--- config.mk ---
export PLATFORM = sky130hd
export DESIGN_NAME = m_drop_controller
export DESIGN_NICKNAME = d
export VERILOG_FILES = /design/src/rtl/m_drop_controller.sv
export SDC_FILE = /design/constraint.sdc
export NUM_CORES = 1
export LEC_CHECK = 0
export ABC_AREA = 1
export BUFFER_PORTS_ARGS = -buffer_cell sky130_fd_sc_hd__buf_2
export CAP_MARGIN = 20
export CELL_PAD_IN_SITES_DETAIL_PLACEMENT = 1
export CELL_PAD_IN_SITES_GLOBAL_PLACEMENT = 2
export CORE_MARGIN = 2
export CORE_UTILIZATION = 32
export DETAILED_ROUTE_END_ITERATION = 8
export PLACE_DENSITY_LB_ADDON = 0.1
export SYNTH_ARGS = -nofsm -noshare
export SYNTH_HDL_FRONTEND = slang
export SYNTH_SLANG_ARGS = --single-unit
--- constraint.sdc ---
create_clock -name i_clk -period 2.3 [get_ports i_clk]
set_input_delay 0.23 -clock i_clk [delete_from_list [all_inputs] [get_ports i_clk]]
set_output_delay 0.23 -clock i_clk [all_outputs]
set_load 0.01 [all_outputs]
--- src/rtl/m_drop_controller.sv ---
`default_nettype none
// ============================================================================
//  Module   : m_drop_controller
//  Brief    : Connect-Four move sequencer. Takes one column request at a time,
//             rejects illegal or full columns, animates the falling piece row
//             by row and commits it. Owns the per-column piled counts, the
//             move counter and the player turn.
//  Revision : 1.0 - initial release
// ============================================================================
module m_drop_controller #(
    parameter int NUM_COLS   = 7,
    parameter int NUM_ROWS   = 6,
    parameter int FALL_TICKS = 1000000
) (
    input  wire logic                    i_clk,
    input  wire logic                    i_rst,
    input  wire logic                    i_new_game,
    input  wire logic                    i_req_valid,
    input  wire logic [2:0]              i_req_col,
    output logic                         o_req_ready,
    output logic                         o_reject,
    output logic                         o_anim_valid,
    output logic [2:0]                   o_anim_row,
    output logic [2:0]                   o_anim_col,
    output logic                         o_commit_valid,
    output logic [2:0]                   o_commit_row,
    output logic [2:0]                   o_commit_col,
    output logic                         o_commit_player,
    output logic                         o_turn,
    output logic [3*NUM_COLS-1:0]        o_piled_count_array,
    output logic [5:0]                   o_move_count,
    output logic                         o_board_full
);

    localparam int c_ROW_W  = 3;
    localparam int c_ARR_W  = c_ROW_W * NUM_COLS;
    localparam int c_TICK_W = (FALL_TICKS > 1) ? $clog2(FALL_TICKS) : 1;
    localparam logic [5:0]          c_MAX_MOVES = 6'(NUM_COLS * NUM_ROWS);
    localparam logic [2:0]          c_FULL_FIELD = 3'(NUM_ROWS);
    localparam logic [2:0]          c_TOP_ROW    = 3'(NUM_ROWS - 1);
    localparam logic [c_TICK_W-1:0] c_LAST_TICK  = c_TICK_W'(FALL_TICKS - 1);

    typedef enum logic [1:0] {
        S_IDLE   = 2'd0,
        S_FALL   = 2'd1,
        S_COMMIT = 2'd2
    } state_t;

    state_t                r_state, w_state_next;
    logic                  r_ready, w_ready_next;
    logic                  r_reject, w_reject_next;
    logic                  r_anim_valid, w_anim_valid_next;
    logic [2:0]            r_anim_row, w_anim_row_next;
    logic [2:0]            r_col, w_col_next;
    logic [2:0]            r_target, w_target_next;
    logic [c_TICK_W-1:0]   r_tick, w_tick_next;
    logic                  r_commit_valid, w_commit_valid_next;
    logic [2:0]            r_commit_row, w_commit_row_next;
    logic [2:0]            r_commit_col, w_commit_col_next;
    logic                  r_commit_player, w_commit_player_next;
    logic                  r_turn, w_turn_next;
    logic [c_ARR_W-1:0]    r_array, w_array_next;
    logic [5:0]            r_move_count, w_move_count_next;
    logic                  r_board_full, w_board_full_next;

    logic [2:0]            w_req_field;
    logic                  w_req_in_range;
    logic                  w_req_legal;
    logic [5:0]            w_count_inc;

    // Look up the piled count of the requested column; out-of-range columns never match.
    always_comb begin
        w_req_field    = 3'd0;
        w_req_in_range = 1'b0;
        for (int c = 0; c < NUM_COLS; c++) begin
            if (i_req_col == 3'(c)) begin
                w_req_field    = r_array[c*c_ROW_W +: c_ROW_W];
                w_req_in_range = 1'b1;
            end
        end
        w_req_legal = w_req_in_range && (w_req_field != c_FULL_FIELD);
    end

    assign w_count_inc = r_move_count + 6'd1;

    // Next-state and next-output logic; every register holds unless a state acts on it.
    always_comb begin
        w_state_next         = r_state;
        w_ready_next         = r_ready;
        w_reject_next        = 1'b0;
        w_anim_valid_next    = r_anim_valid;
        w_anim_row_next      = r_anim_row;
        w_col_next           = r_col;
        w_target_next        = r_target;
        w_tick_next          = r_tick;
        w_commit_valid_next  = 1'b0;
        w_commit_row_next    = r_commit_row;
        w_commit_col_next    = r_commit_col;
        w_commit_player_next = r_commit_player;
        w_turn_next          = r_turn;
        w_array_next         = r_array;
        w_move_count_next    = r_move_count;
        w_board_full_next    = r_board_full;

        case (r_state)
            S_IDLE: begin
                w_ready_next = !r_board_full;
                if (i_req_valid && r_ready) begin
                    if (w_req_legal) begin
                        w_col_next        = i_req_col;
                        w_target_next     = w_req_field;
                        w_anim_row_next   = c_TOP_ROW;
                        w_tick_next       = '0;
                        w_anim_valid_next = 1'b1;
                        w_ready_next      = 1'b0;
                        w_state_next      = S_FALL;
                    end else begin
                        w_reject_next = 1'b1;
                    end
                end
            end

            S_FALL: begin
                w_ready_next = 1'b0;
                if (r_tick == c_LAST_TICK) begin
                    if (r_anim_row == r_target) begin
                        w_anim_valid_next    = 1'b0;
                        w_commit_valid_next  = 1'b1;
                        w_commit_row_next    = r_target;
                        w_commit_col_next    = r_col;
                        w_commit_player_next = r_turn;
                        w_state_next         = S_COMMIT;
                    end else begin
                        w_anim_row_next = r_anim_row - 3'd1;
                        w_tick_next     = '0;
                    end
                end else begin
                    w_tick_next = r_tick + c_TICK_W'(1);
                end
            end

            S_COMMIT: begin
                // Landing row equals the old field, so field+1 never exceeds NUM_ROWS.
                for (int c = 0; c < NUM_COLS; c++) begin
                    if (r_col == 3'(c)) begin
                        w_array_next[c*c_ROW_W +: c_ROW_W] = r_array[c*c_ROW_W +: c_ROW_W] + 3'd1;
                    end
                end
                w_move_count_next = w_count_inc;
                w_turn_next       = !r_turn;
                w_board_full_next = r_board_full || (w_count_inc == c_MAX_MOVES);
                w_ready_next      = !w_board_full_next;
                w_state_next      = S_IDLE;
            end

            default: begin
                w_state_next = S_IDLE;
            end
        endcase
    end

    // State and output registers; reset and new-game both clear everything, aborting any fall.
    always_ff @(posedge i_clk) begin
        if (i_rst || i_new_game) begin
            r_state         <= S_IDLE;
            r_ready         <= 1'b0;
            r_reject        <= 1'b0;
            r_anim_valid    <= 1'b0;
            r_anim_row      <= 3'd0;
            r_col           <= 3'd0;
            r_target        <= 3'd0;
            r_tick          <= '0;
            r_commit_valid  <= 1'b0;
            r_commit_row    <= 3'd0;
            r_commit_col    <= 3'd0;
            r_commit_player <= 1'b0;
            r_turn          <= 1'b0;
            r_array         <= '0;
            r_move_count    <= 6'd0;
            r_board_full    <= 1'b0;
        end else begin
            r_state         <= w_state_next;
            r_ready         <= w_ready_next;
            r_reject        <= w_reject_next;
            r_anim_valid    <= w_anim_valid_next;
            r_anim_row      <= w_anim_row_next;
            r_col           <= w_col_next;
            r_target        <= w_target_next;
            r_tick          <= w_tick_next;
            r_commit_valid  <= w_commit_valid_next;
            r_commit_row    <= w_commit_row_next;
            r_commit_col    <= w_commit_col_next;
            r_commit_player <= w_commit_player_next;
            r_turn          <= w_turn_next;
            r_array         <= w_array_next;
            r_move_count    <= w_move_count_next;
            r_board_full    <= w_board_full_next;
        end
    end

    assign o_req_ready         = r_ready;
    assign o_reject            = r_reject;
    assign o_anim_valid        = r_anim_valid;
    assign o_anim_row          = r_anim_row;
    assign o_anim_col          = r_col;
    assign o_commit_valid      = r_commit_valid;
    assign o_commit_row        = r_commit_row;
    assign o_commit_col        = r_commit_col;
    assign o_commit_player     = r_commit_player;
    assign o_turn              = r_turn;
    assign o_piled_count_array = r_array;
    assign o_move_count        = r_move_count;
    assign o_board_full        = r_board_full;

endmodule
`default_nettype wire
# ---- Yosys cells after proc, flatten, opt, wreduce, memory -nomap -nowiden
# Cells that the tools add are included.
dict set report classes {
  n_addsub 10
  mul 0
  div_mod_pow 0
  n_lt_le_gt_ge 0
  eq_ne 24
  n_shift 0
  mux 39
  n_bitwise 4
  n_reduce_logical 27
}
# cell count
set op_table {}
lappend op_table {{two-way mux 20 bit} 4}
lappend op_table {{case mux 20 bit (2 select lines)} 1}
lappend op_table {{two-way mux 3 bit} 11}
lappend op_table {{adder 3 x 1 -> 3 bit (second input constant)} 7}
lappend op_table {{adder 20 x 1 -> 20 bit (second input constant)} 1}
lappend op_table {{equality test 20 bit (second input constant)} 1}
lappend op_table {{equality test 3 bit (second input constant)} 6}
lappend op_table {{two-way mux 1 bit} 15}
lappend op_table {{AND reduction 2 bit} 7}
lappend op_table {{equality test 3 x 2 -> 1 bit (second input constant)} 4}
lappend op_table {{!= test 2 bit (second input constant)} 5}
lappend op_table {{AND reduction 5 bit} 2}
lappend op_table {{two-way mux 2 bit} 4}
lappend op_table {{AND reduction 4 bit} 2}
lappend op_table {{adder 6 x 1 -> 6 bit (second input constant)} 1}
lappend op_table {{equality test 3 x 1 -> 1 bit (second input constant)} 2}
lappend op_table {{equality test 6 bit (second input constant)} 1}
lappend op_table {{logical NOT 3 bit} 2}
lappend op_table {{!= test 3 bit (second input constant)} 2}
lappend op_table {{case mux 3 bit (2 select lines)} 1}
lappend op_table {{AND reduction 3 bit} 2}
lappend op_table {{OR reduction 3 bit} 2}
lappend op_table {{inverter 1 bit} 4}
lappend op_table {{case mux 2 bit (2 select lines)} 1}
lappend op_table {{12 further kinds} 16}
dict set report totals {
  register_bits 71
  latch_bits 0
  ram_bits 0
  rom_bits 0
  input_bits 7
  output_inout_bits 46
  elab_cells 126
  memories 0
}

# ---- Logic depth before layout (Yosys ltp)
# Gate-level depths: netlist of the first run.
dict set report logic_depth {
  depth_word 13
  depth_mapped 16
  depth_no_buf 14
}

# ---- Worst setup path before layout of the first run
# OpenSTA, ideal clock, no wires.
dict set report synth_timing {
  path_type {reg-to-reg}
  start {reg r_tick[0]}
  end {reg r_tick[11]}
  setup_ns 0.135
  arrival_time_ns 1.849
  required_time_ns 2.165
  slack_ns 0.316
  stages_incl_launch_ff 12
  path_buffers 1
  synth_period_minus_slack_ns 1.984
  path_cell_list {dfxtp_1 > ha_1 > inv_2 > nor2_4 > inv_2 > nor2_4 > nand4_4 > nor3_4 > nor2_2 > buf_1 > nand3_1 > a21oi_2}
}
dict set report synth_via {
  elab_chain_len 3
}
# element line_no
set synth_lines {}
lappend synth_lines {{start: declaration} 56} ;# logic [c_TICK_W-1:0] r_tick, w_tick_next;
lappend synth_lines {{start signal: assignment} 189} ;# r_tick <= w_tick_next;
lappend synth_lines {{adder 20 x 1 -> 20 bit / equality test 20 bit (equally long branches)} {138, 125}}
lappend synth_lines {{two-way mux 20 bit / != test 3 bit (equally long branches)} --}
lappend synth_lines {{case mux 20 bit (2 select lines) / AND reduction 4 bit (equally long branches)} --}
# Parallel ways exist; a longest one is shown, timed or not.
# A chain may end at the register's enable or synchronous reset.

# ---- Worst setup path after layout of the first run
dict set report layout_timing {
  start {reg r_state[1]}
  end {reg r_anim_row[1] (netlist: o_anim_row[1])}
}
dict set report layout_via {
  elab_chain_len 3
}
# element line_no
set layout_lines {}
lappend layout_lines {{start: declaration} 49} ;# state_t r_state, w_state_next;
lappend layout_lines {{start signal: assignment} 182} ;# r_state <= w_state_next;
lappend layout_lines {{equality test 2 x 1 -> 1 bit / logical NOT 2 bit (equally long branches)} 105} ;# case (r_state)
lappend layout_lines {{!= test 2 bit (no line) / nonzero test 2 bit (equally long branches)} --}
lappend layout_lines {{AND reduction 5 bit (no line)} --}
lappend layout_lines {{end signal: assignment} 186} ;# r_anim_row <= w_anim_row_next;
lappend layout_lines {{end: declaration} 53} ;# logic [2:0] r_anim_row, w_anim_row_next;
# Parallel ways exist; a longest one is shown, timed or not.

==> out/results.txt, run 1 <==
The run finished with clean final reports. Type of the tightest min-delay check: in2reg. The clock slew at the register clock pins of the worst setup and hold paths works out to 60 ps.

The final critical delay including setup and external delays was 2040 ps; the fill cell total of the finished layout was 1,610. The logs give 4 for the length of the first detailed-routing pass in iterations and 609 for the number of nets in the synthesized netlist. The area of all sequential standard cells is 1420 um2, and the mean cell area of the mapped netlist is 6.91 um2.

Walking the worst path, the cells encountered are inv_1, ha_1, inv_1, buf_4, o21ai_0, nor2_1, nand2_2, nand2_1, nand2_1, nor2_1. With fillers left out, the area of the finished cells amounts to 4800 um2. The die covers 13,600 um2. The final critical path takes up 88.7% of the cycle. Cells fill 38.5% of the core in the end. The x dimension of the die works out to 116 um. In this run the tightest slew margin relative to its limit is 62.6%. The tools report the clock root buffer master as clkbuf_16.

Prior to clock tree synthesis, the placed netlist has a worst setup slack of 181 ps. Among all cell types in the netlist, the one instantiated most often is nand2_1. Counting flops and latches in the post-synthesis netlist gives 71. The minimum setup slack in the final design was 259 ps.

The top cell type by total area after synthesis was dfxtp_1. The peak clock frequency supported by timing is 0.490 GHz, and the number of warning messages in the yosys log is 0. Across the VDD grid, the largest voltage drop is 0.382 mV. In the synthesized netlist the dominant register cell turns out to be dfxtp_1. The tool flagged a number of max-cap violations equal to 0. The row count was 41; the post-cts sizing count was 0. In this run, the number of DRC markers left after iteration 0 of detailed routing was 176. The largest incremental delay on the critical path is 370 ps, and the number of buffers between clock root and the deepest sink is 2. Of the post-synthesis cell area, the dominant cell type holds 35.1%.

Clock tree synthesis inserted a total of 9 buffers. For the net count reported at finish, the log shows 665. Relative to the synthesized area, the layout overhead comes to 18.6%. The transition time at the pin with the least slew margin is 557 ps. In the final layout, the multi-input gates occupy 2240 um2. In this run, placement finished with an instance count of 803. The synthesized netlist contains 36 unique library cells. After detailed routing, the average wire length per cell comes to 14.7 um. The worst setup path is of the reg2reg kind.

The number of buffer cells added on primary ports was 52; the final standard cell count with taps included and fillers excluded was 817. The tools report the total global-route track usage as 19.4%. The kind of launch point of the worst setup path was a flop. The final layout contains routed wiring with a total length of 12,000 um. At the worst endpoint, the arrival time is 2320 ps. The maximum fanout along the worst path is 22.

During I/O placement, the number of pins put on the boundary was 53. The initial antenna violation count was 0; the remaining number of nets flagged by the antenna check after routing was 0. In the synthesized netlist, the number of instances is 586.

Summing the sequential cell areas from Yosys gives 35.1% of the chip area. Counting flops with an async set or reset pin after synthesis yields a share of 0%. The hold violation count in the final report is 0. The die extent in y is 116 um, and the sum of net half-perimeters after detailed placement is 8980 um. The via count normalized by instance count works out to 4.89.

Hold repair after CTS inserted 0 buffers. After detailed placement, the total cell area comes to 4510 um2. Summed over all layers, the global routing overflow is 0.

The reported leakage power was 1.95 nW; the number of clock sinks was 71. For the final database, setup skew stands at 5.61 ps. Type of destination of the critical path: a flop. The tools report the max-slew violation total from the final report as 0.

TritonCTS built the clock tree. The first global-routing pass estimated 20,500 um of wire. The required time at the worst-slack endpoint is 2580 ps. The setup violation total in the final timing report is 0, and the ratio of cells with drive above 1 in the final layout is 17.5%. CTS built an H-tree with a depth of 3.

For the worst hold slack, the log shows 254 ps. The total power consumption of the routed design was 2.82 mW. Counting flops with a built-in enable in the synthesized netlist gives 0. Among all stages on the critical path, the largest delay is contributed by dfxtp_1.

The commonest cells after synthesis are 100 x nand2_1, 84 x nor2_1, 71 x dfxtp_1. The logs give 0 ps for the accumulated negative setup slack and 4,086 for the via count of the first global-routing pass. The tools report the routability congestion estimate as 0.842. Sorting the synthesized cells by area gives the leading types as dfxtp_1 35%, nand2_1 9.3%, nor2_1 7.8%.

Across all layers, the routed design uses 3,992 vias. In this run the cell area of the synthesized design comes to 4050 um2. The antenna diode count is 0, and the DRC violation count after routing is 0.

The clock reaches the later pin of the worst-skew pair after 340 ps. The power per unit of standard cell area was 587 nW/um2; the initial standard-cell utilization of the core was 32.5%. Entering global routing, the biggest net connects 30 pins. The region available for standard cell placement spans 12,500 um2.

Once the clock tree was built, the setup fixing pass inserted 0 buffers. Setup repair after global routing left no endpoint under its margin.
final cells by class:
cell class	instances	area share, %
Clock inverter	3	0.938
Tap cell	172	4.48
Timing Repair Buffer	67	7.77
Multi-Input combinational cell	424	46.7
Inverter	69	5.40
Sequential cell	71	29.6
Clock buffer	11	5.06
report_power, final:
group	total, mW	switching (mW)	internal [mW]
clock network	1.39	0.535	0.857
registers	1.24	0.00737	1.24
logic	0.180	0.129	0.0514
placed cells by master, fill, tap and decap left out, types with 2 or more instances in the layout:
cell type   netlist  final
nand2_1         100    100
nor2_1           84     83
dfxtp_1          71     71
inv_1            62     62
nand3_1          60     60
buf_2             2     52
a21oi_1          47     47
o21ai_0          32     32
nand4_1          16     16
ha_1             16     16
buf_4             2     15
xor2_1           12     12
nor3_1           10     10
clkbuf_16         0      9
xnor2_1           8      8
a21oi_2           8      8
inv_2             7      7
nor4_1            5      5
nand2_2           4      4
nor2_4            3      4
nand3b_1          3      3
nor2_2            2      2
o21ai_1           2      2
or2_2             2      2
clkinvlp_4        0      2
path summary, 6_finish.rpt:
check | start | end | slack, ps | cells after the start
max | r_state[1] | o_anim_row[1] | 260 | 10
min | i_req_valid | o_reject | 250 | 3
max reg2reg | r_state[1] | o_anim_row[1] | 260 | 10
min reg2reg | o_anim_valid | o_anim_valid | 460 | 2
critical path, delay by kind of cell, from the launching register on:
kind / cells / cell delay [ps]
compound gates: 1 / 140
fa+ha+maj: 1 / 290
simple gates: 5 / 620
flops: 1 / 370
buf+inv: 3 / 550
registers in the layout, indices dropped and copies added (netlist names):
name	count
o_anim_row	3
o_piled_count_array	21
o_commit_player	1
r_tick	20
r_target	3
o_commit_valid	1
o_anim_col	3
o_move_count	6
o_turn	1
o_anim_valid	1
o_commit_col	3
o_commit_row	3
o_board_full	1
r_state	2
o_reject	1
o_req_ready	1
routing by layer:
metal / up-vias / GRT usage [%] / routed length [um]
met3: 14 / 4.88 / 403
met2: 57 / 32.6 / 5800
met1: 1902 / 25.1 / 5640
met5: - / 0 / 0
li1: 2019 / - / -
met4: 0 / 4.37 / 139
kinds of logic (layout without fill, tap and decap cells):
logic type      after synthesis  count (layout)  share of synthesized area [%]
simple gates                295             295                           33.5
buf+inv                      91             150                           9.62
flops                        71              71                           35.1
fa+ha+maj                    16              16                           4.95
compound gates               93              93                           12.5
xor+xnor                     20              20                           4.33
Note: power is estimated with default switching activity, not from simulation.
==> run 2, diff against run 1 <==
--- a/config.mk
+++ b/config.mk
@@ -10,10 +10,10 @@
 export CAP_MARGIN = 20
 export CELL_PAD_IN_SITES_DETAIL_PLACEMENT = 1
 export CELL_PAD_IN_SITES_GLOBAL_PLACEMENT = 2
-export CORE_MARGIN = 2
+export CORE_MARGIN = 1.5
 export CORE_UTILIZATION = 32
 export DETAILED_ROUTE_END_ITERATION = 8
-export PLACE_DENSITY_LB_ADDON = 0.1
+export PLACE_DENSITY_LB_ADDON = 0.2
 export SYNTH_ARGS = -nofsm -noshare
 export SYNTH_HDL_FRONTEND = slang
 export SYNTH_SLANG_ARGS = --single-unit
==> out/results.txt, run 2 (synthesis results as in run 1) <==
The flow ran to the end, and the final reports show no timing, DRC or antenna violations. The wire length of the first global-routing pass is 20,100 um (-2.3%). For the setup violation total in the final timing report, the log shows 0 (unchanged).

Logic depth of the worst register-to-register path: 11 (+1). Worst setup path category: reg2reg. The run gives 2 (unchanged) as the number of buffers between clock root and the deepest sink.

The worst register-to-register path ends at r_tick[12]. The post-layout instance area is 4810 um2 (+0.23%). The tools report the register-to-register path setup slack as 240 ps (-20 ps). The via count of the first global-routing pass is 4,067 (-0.47%). Number of clock sinks: 71 (unchanged). The sum of net half-perimeters after detailed placement was 9150 um (+1.8%); the remaining number of nets flagged by the antenna check after routing was 0 (unchanged).

For the required time at the worst-slack endpoint, the log shows 2570 ps (about the same). The logs give 13,300 um2 (-1.7%) for the area of the die and 1,557 (-3.3%) for the fill cell total of the finished layout. The x dimension of the die was 115 um (-0.86%); the number of buffer cells added on primary ports was 52 (unchanged). The die extent in y was 115 um (-0.86%); the setup clock skew after layout was 8.70 ps (+3.09 ps). The tools report the DRC violation count after routing as 0 (unchanged). TritonCTS built the clock tree.

The ratio of cells with drive above 1 in the final layout is 18.2% (+0.66 points), and the placed instance area is 4520 um2 (+0.39%). The initial standard-cell utilization of the core came out at 33.3% (+0.81 points). The tools report the kind of launch point of the worst setup path as a flop. The depth of the CTS H-tree is 3 (unchanged), and the max-slew violation total from the final report is 0 (unchanged).

The routed wirelength normalized by instance count works out to 14.7 um (-0.13%). The tightest min-delay check is of the in2reg type. The final global-route overflow total was 0 (unchanged); the total via count after detailed routing was 3,979 (-0.33%).

Most crowded layer after global routing: met2. Post-place setup slack: 145 ps (-36.2 ps). The reported leakage power is 1.97 nW (+1.1%). Compared with the post-synthesis result, the final layout area differs by 18.9%. The normalized max-slew margin is 62.1% (-0.52 points), and the final wirelength is 12,000 um (-0.13%). For the count of pins on the block boundary, the log shows 53 (unchanged).

The tools report the critical path launch point as r_tick[1]. The via count normalized by instance count was 4.87 (-0.33%). The length of the first detailed-routing pass in iterations is 4 (unchanged).

For the peak clock frequency supported by timing, the log shows 0.486 GHz (-0.89%). The tools report the capturing instance or port of the critical path as r_tick[12]. The hold violation count in the final report is 0 (unchanged), and the detailed router's first-iteration violation count is 119 (-32%).

In the layout the commonest cells are 100 x nand2_1, 83 x nor2_1, 71 x dfxtp_1, 62 x inv_1, 60 x nand3_1. The number of buffers inserted by post-CTS setup repair was 0 (unchanged). Setup repair after global routing left no endpoint under its margin. The logs give 0.442 mV (+16%) for the worst-case vdd ir drop and 1420 um2 (unchanged) for the area of all sequential standard cells. The routability congestion estimate is 0.862 (+2.4%), and the clock slew at the register clock pins of the worst setup and hold paths is 60 ps (about the same). The clock root buffer master is clkbuf_16. The tools report the row count as 40 (-2.4%). Power per unit of standard cell area: 587 nW/um2 (about the same).

The maximum fanout along the worst path came out at 12 (-45%). The run gives 5.33% (+0.46 points) as the met3 global-route usage. The post-cts sizing count was 0 (unchanged); the total global-route track usage was 19.3% (-0.12 points). The run gives 0 (unchanged) as the post-cts hold buffer count.

The global routing usage on met2 is 32.0% (-0.64 points). The portion of the clock cycle consumed by the worst path in the final layout is 89.5% (+0.80 points), and the area occupied by multi-input gates is 2240 um2 (-0.22%). The run gives 668 (+0.45%) as the net count reported at finish. The start of the worst register-to-register path was r_tick[1]. The accumulated negative setup slack came out at 0 ps (unchanged). The met1 routing resource usage after global routing is 24.7% (-0.40 points). The minimum setup slack in the final design is 241 ps (-18.4 ps), and the clock latency on the worst-skew pair is 340 ps (about the same).

The transition time at the pin with the least slew margin was 565 ps (+7.72 ps). The endpoint arrival time on the critical path was 2330 ps (about the same). The antenna diode count is 0 (unchanged), and the maximum number of pins on one net before global-route repair is 33 (+10%). The initial antenna violation count came out at 0 (unchanged). The run gives 9 (unchanged) as the number of buffers inserted during clock tree synthesis. The core box area came out at 12,200 um2 (-2.4%). The count of max-cap constraint violations is 0 (unchanged), and the final critical delay including setup and external delays is 2060 ps (+18.4 ps). The flip-flop count of the largest register after layout was 21 (unchanged). Commonest non-fill, non-tap cell in the layout: nand2_1. The worst setup path is captured at a flop.
[run 2: cell types whose count changed in the layout (fill, tap and decap cells not counted), sizes merged]
cell      previous run  this run
clkinvlp             2         1
inv                 69        70
clkinv               0         3
clkbuf              11         9
buf                 67        70
[run 2: stage by stage]
| step | utilization, % | hold slack [ps] | cells | power, mW |
|---|---|---|---|---|
| 2_1_floorplan | - | 415 | 586 | 1.40 |
| 3_3_place_gp | 37.2 | 455 | 802 | 1.45 |
| 3_5_place_dp | 37.2 | 463 | 802 | 1.45 |
| 4_1_cts | 39.6 | 257 | 817 | 2.87 |
| 5_1_grt | 39.6 | 258 | 817 | 2.95 |
| 6_report | 39.6 | 264 | 817 | 2.82 |
[run 2: how the worst min path moves through the flow]
stage / depth (start not counted) / startpoint / slack (ps) / endpoint
3_3_place_gp: 2 / o_anim_valid / 450 / o_anim_valid
6_report: 3 / i_req_valid / 260 / o_reject
3_5_place_dp: 2 / o_anim_valid / 460 / o_anim_valid
2_1_floorplan: 2 / i_req_valid / 410 / o_reject
4_1_cts: 3 / i_req_valid / 260 / o_reject
5_1_grt: 3 / i_req_valid / 260 / o_reject
[run 2: power breakdown]
part           total (mW)  switching (mW)  internal, mW  leakage [nW]
Sequential           1.24         0.00676          1.24         0.572
Combinational       0.180           0.128        0.0514          1.26
Clock                1.40           0.568         0.832         0.141
Total                2.82           0.703          2.12          1.97
[run 2: final cells by class]
cell class / instances / share of cell area (%)
Clock inverter: 6 / 1.27
Inverter: 69 / 5.38
Multi-Input combinational cell: 424 / 46.5
Timing Repair Buffer: 70 / 8.22
Tap cell: 168 / 4.37
Clock buffer: 9 / 4.68
Sequential cell: 71 / 29.5
[run 2: worst max-delay path: stages, from the launching register on]
cell and delay [ps]:
dfxtp_1 330, ha_1 250, inv_2 110, nor2_4 50
inv_2 70, nor2_4 50, nand4_4 130, nor3_4 50
nor2_2 410, buf_4 290, nand3_1 110, a21oi_2 140
[run 2: layer usage]
metal / vias up / routed length [um]
met4: 0 / 161
met1: 1886 / 5840
met2: 53 / 5530
met3: 14 / 447
met5: - / 0
li1: 2026 / -
==> run 3, diff against run 2 <==
--- a/config.mk
+++ b/config.mk
@@ -6,7 +6,7 @@
 export NUM_CORES = 1
 export LEC_CHECK = 0
 export ABC_AREA = 1
-export BUFFER_PORTS_ARGS = -buffer_cell sky130_fd_sc_hd__buf_2
+export BUFFER_PORTS_ARGS = -buffer_cell sky130_fd_sc_hd__buf_4
 export CAP_MARGIN = 20
 export CELL_PAD_IN_SITES_DETAIL_PLACEMENT = 1
 export CELL_PAD_IN_SITES_GLOBAL_PLACEMENT = 2
==> out/results.txt, run 3 (synthesis results as in run 1) <==
The maximum number of pins on one net before global-route repair was 29 (-12%); the final global-route overflow total was 0 (unchanged). The run gives 0.909 (+5.4%) as the routability congestion estimate. The length of the first detailed-routing pass in iterations is 4 (unchanged), and the worst hold slack is 215 ps (-48.9 ps). The maximum fanout along the worst path is 13 (+1). The tools report the count of pins on the block boundary as 53 (unchanged).

The core box area is 12,200 um2 (unchanged), and the routed wirelength normalized by instance count is 14.7 um (about the same). Via count of the first global-routing pass: 3,995 (-1.8%). The area of all sequential standard cells came out at 1420 um2 (unchanged). The run gives 0 (unchanged) as the initial antenna violation count. The worst setup path category was reg2reg. The depth of the CTS H-tree is 3 (unchanged), and the worst-case vdd ir drop is 0.351 mV (-21%). The number of buffers inserted by post-CTS setup repair is 0 (unchanged), and the count of max-cap constraint violations is 0 (unchanged). The run finished with clean final reports. The remaining number of nets flagged by the antenna check after routing was 0 (unchanged). The total global-route track usage was 19.1% (-0.12 points); the via count normalized by instance count was 4.93 (+1.3%). For the area occupied by multi-input gates, the log shows 2240 um2 (unchanged).

The flip-flop count of the largest register after layout was 21 (unchanged); the endpoint arrival time on the critical path was 2320 ps (about the same). The setup clock skew after layout is 7.92 ps (-0.775 ps), and the peak clock frequency supported by timing is 0.489 GHz (+0.66%). The accumulated negative setup slack is 0 ps (unchanged), and the initial standard-cell utilization of the core is 33.3% (unchanged).

TritonCTS built the clock tree. The die extent in y was 115 um (unchanged); the transition time at the pin with the least slew margin was 591 ps (+25.9 ps). For the post-route core utilization, the log shows 40.9% (+1.3 points). The cell sitting at the root of the clock tree is a clkbuf_16.

The run gives 2.87 mW (+1.7%) as the total power consumption of the routed design. The logs give 4670 um2 (+3.2%) for the placed instance area and 1,586 (+1.9%) for the fill cell total of the finished layout. The final wirelength came out at 12,000 um (+0.31%). The detailed router's first-iteration violation count came out at 159 (+34%). The number of buffer cells added on primary ports works out to 52 (unchanged).

The hold violation count in the final report was 0 (unchanged). The post-cts hold buffer count was 0 (unchanged). The number of buffers between clock root and the deepest sink was 2 (unchanged); the portion of the clock cycle consumed by the worst path in the final layout was 88.9% (-0.59 points). Setup repair after global routing left no endpoint under its margin. The run gives 9120 um (-0.30%) as the sum of net half-perimeters after detailed placement. The net count reported at finish was 670 (+0.30%); the x dimension of the die was 115 um (unchanged). The tools report the antenna diode count as 0 (unchanged).

Clock slew at the register clock pins of the worst setup and hold paths: 60 ps (about the same). The post-layout instance area is 4970 um2 (+3.3%), and the number of buffers inserted during clock tree synthesis is 9 (unchanged). The worst setup path is captured at a flop. The DRC violation count after routing came out at 0 (unchanged).

The run gives 0 (unchanged) as the max-slew violation total from the final report. The required time at the worst-slack endpoint was 2570 ps (about the same). Total via count after detailed routing: 4,041 (+1.6%). Final critical delay including setup and external delays: 2050 ps (-13.5 ps). The logs give 0 (unchanged) for the setup violation total in the final timing report and 40 (unchanged) for the row count. The tightest min-delay check is of the in2reg type. The run gives 19,700 um (-1.5%) as the wire length of the first global-routing pass. The power per unit of standard cell area was 578 nW/um2 (-1.6%); the clock latency on the worst-skew pair was 350 ps (about the same). The run gives 0 (unchanged) as the post-cts sizing count. The reported leakage power was 1.98 nW (+0.76%). The tools report the kind of launch point of the worst setup path as a flop. The normalized max-slew margin came out at 60.6% (-1.5 points).

In the layout the commonest cells are 100 x nand2_1, 83 x nor2_1, 72 x buf_4, 71 x dfxtp_1, 62 x inv_1. The commonest non-fill, non-tap cell in the layout is nand2_1. Area of the die: 13,300 um2 (unchanged).

The run gives 71 (unchanged) as the number of clock sinks. The ratio of cells with drive above 1 in the final layout was 18.3% (+0.098 points). The area growth from synthesis to layout came out at 22.8%.
run 3: critical path, stage by stage, from the launching register on:
cell     delay (ps)
dfxtp_1         330
ha_1            210
inv_2            80
nor2_4           40
inv_2            70
nor2_4           50
nand4_4         130
nor3_4           50
nor2_2          470
buf_4           300
nand3_1         100
a21oi_1         150
run 3: per-layer routing:
metal  GRT usage, %  up-vias  wire length [um]
li1               -     2044                 -
met1           24.6     1923              5790
met2           31.5       66              5530
met3           4.60        8               526
met4           6.58        0               163
met5              0        -                 0
run 3: cell type report:
type	instances	area share (%)
Multi-Input combinational cell	424	45.1
Sequential cell	71	28.6
Timing Repair Buffer	72	10.9
Inverter	69	5.21
Clock buffer	12	5.16
Tap cell	168	4.23
Clock inverter	3	0.856
run 3: worst paths after layout:
kind	to	slack, ps	depth (start not counted)	startpoint
worst max-delay path	r_tick[15]	250	11	r_tick[1]
worst min-delay path	o_anim_col[2]	220	3	i_req_col[2]
worst max register to register	r_tick[15]	250	11	r_tick[1]
worst min register to register	o_anim_valid	480	2	o_anim_valid
run 3: power by group:
group	total (mW)	leakage [nW]	internal [mW]	switching, mW
combinational	0.186	1.27	0.0568	0.129
clock	1.44	0.145	0.891	0.548
sequential	1.24	0.572	1.24	0.00721
run 3: through the flow:
stage | instances | setup slack, ps
after floorplan | 586 | 316
after global placement | 804 | 310
after detailed placement | 804 | 256
after CTS | 819 | 244
after global routing | 819 | 28.1
final | 819 | 254
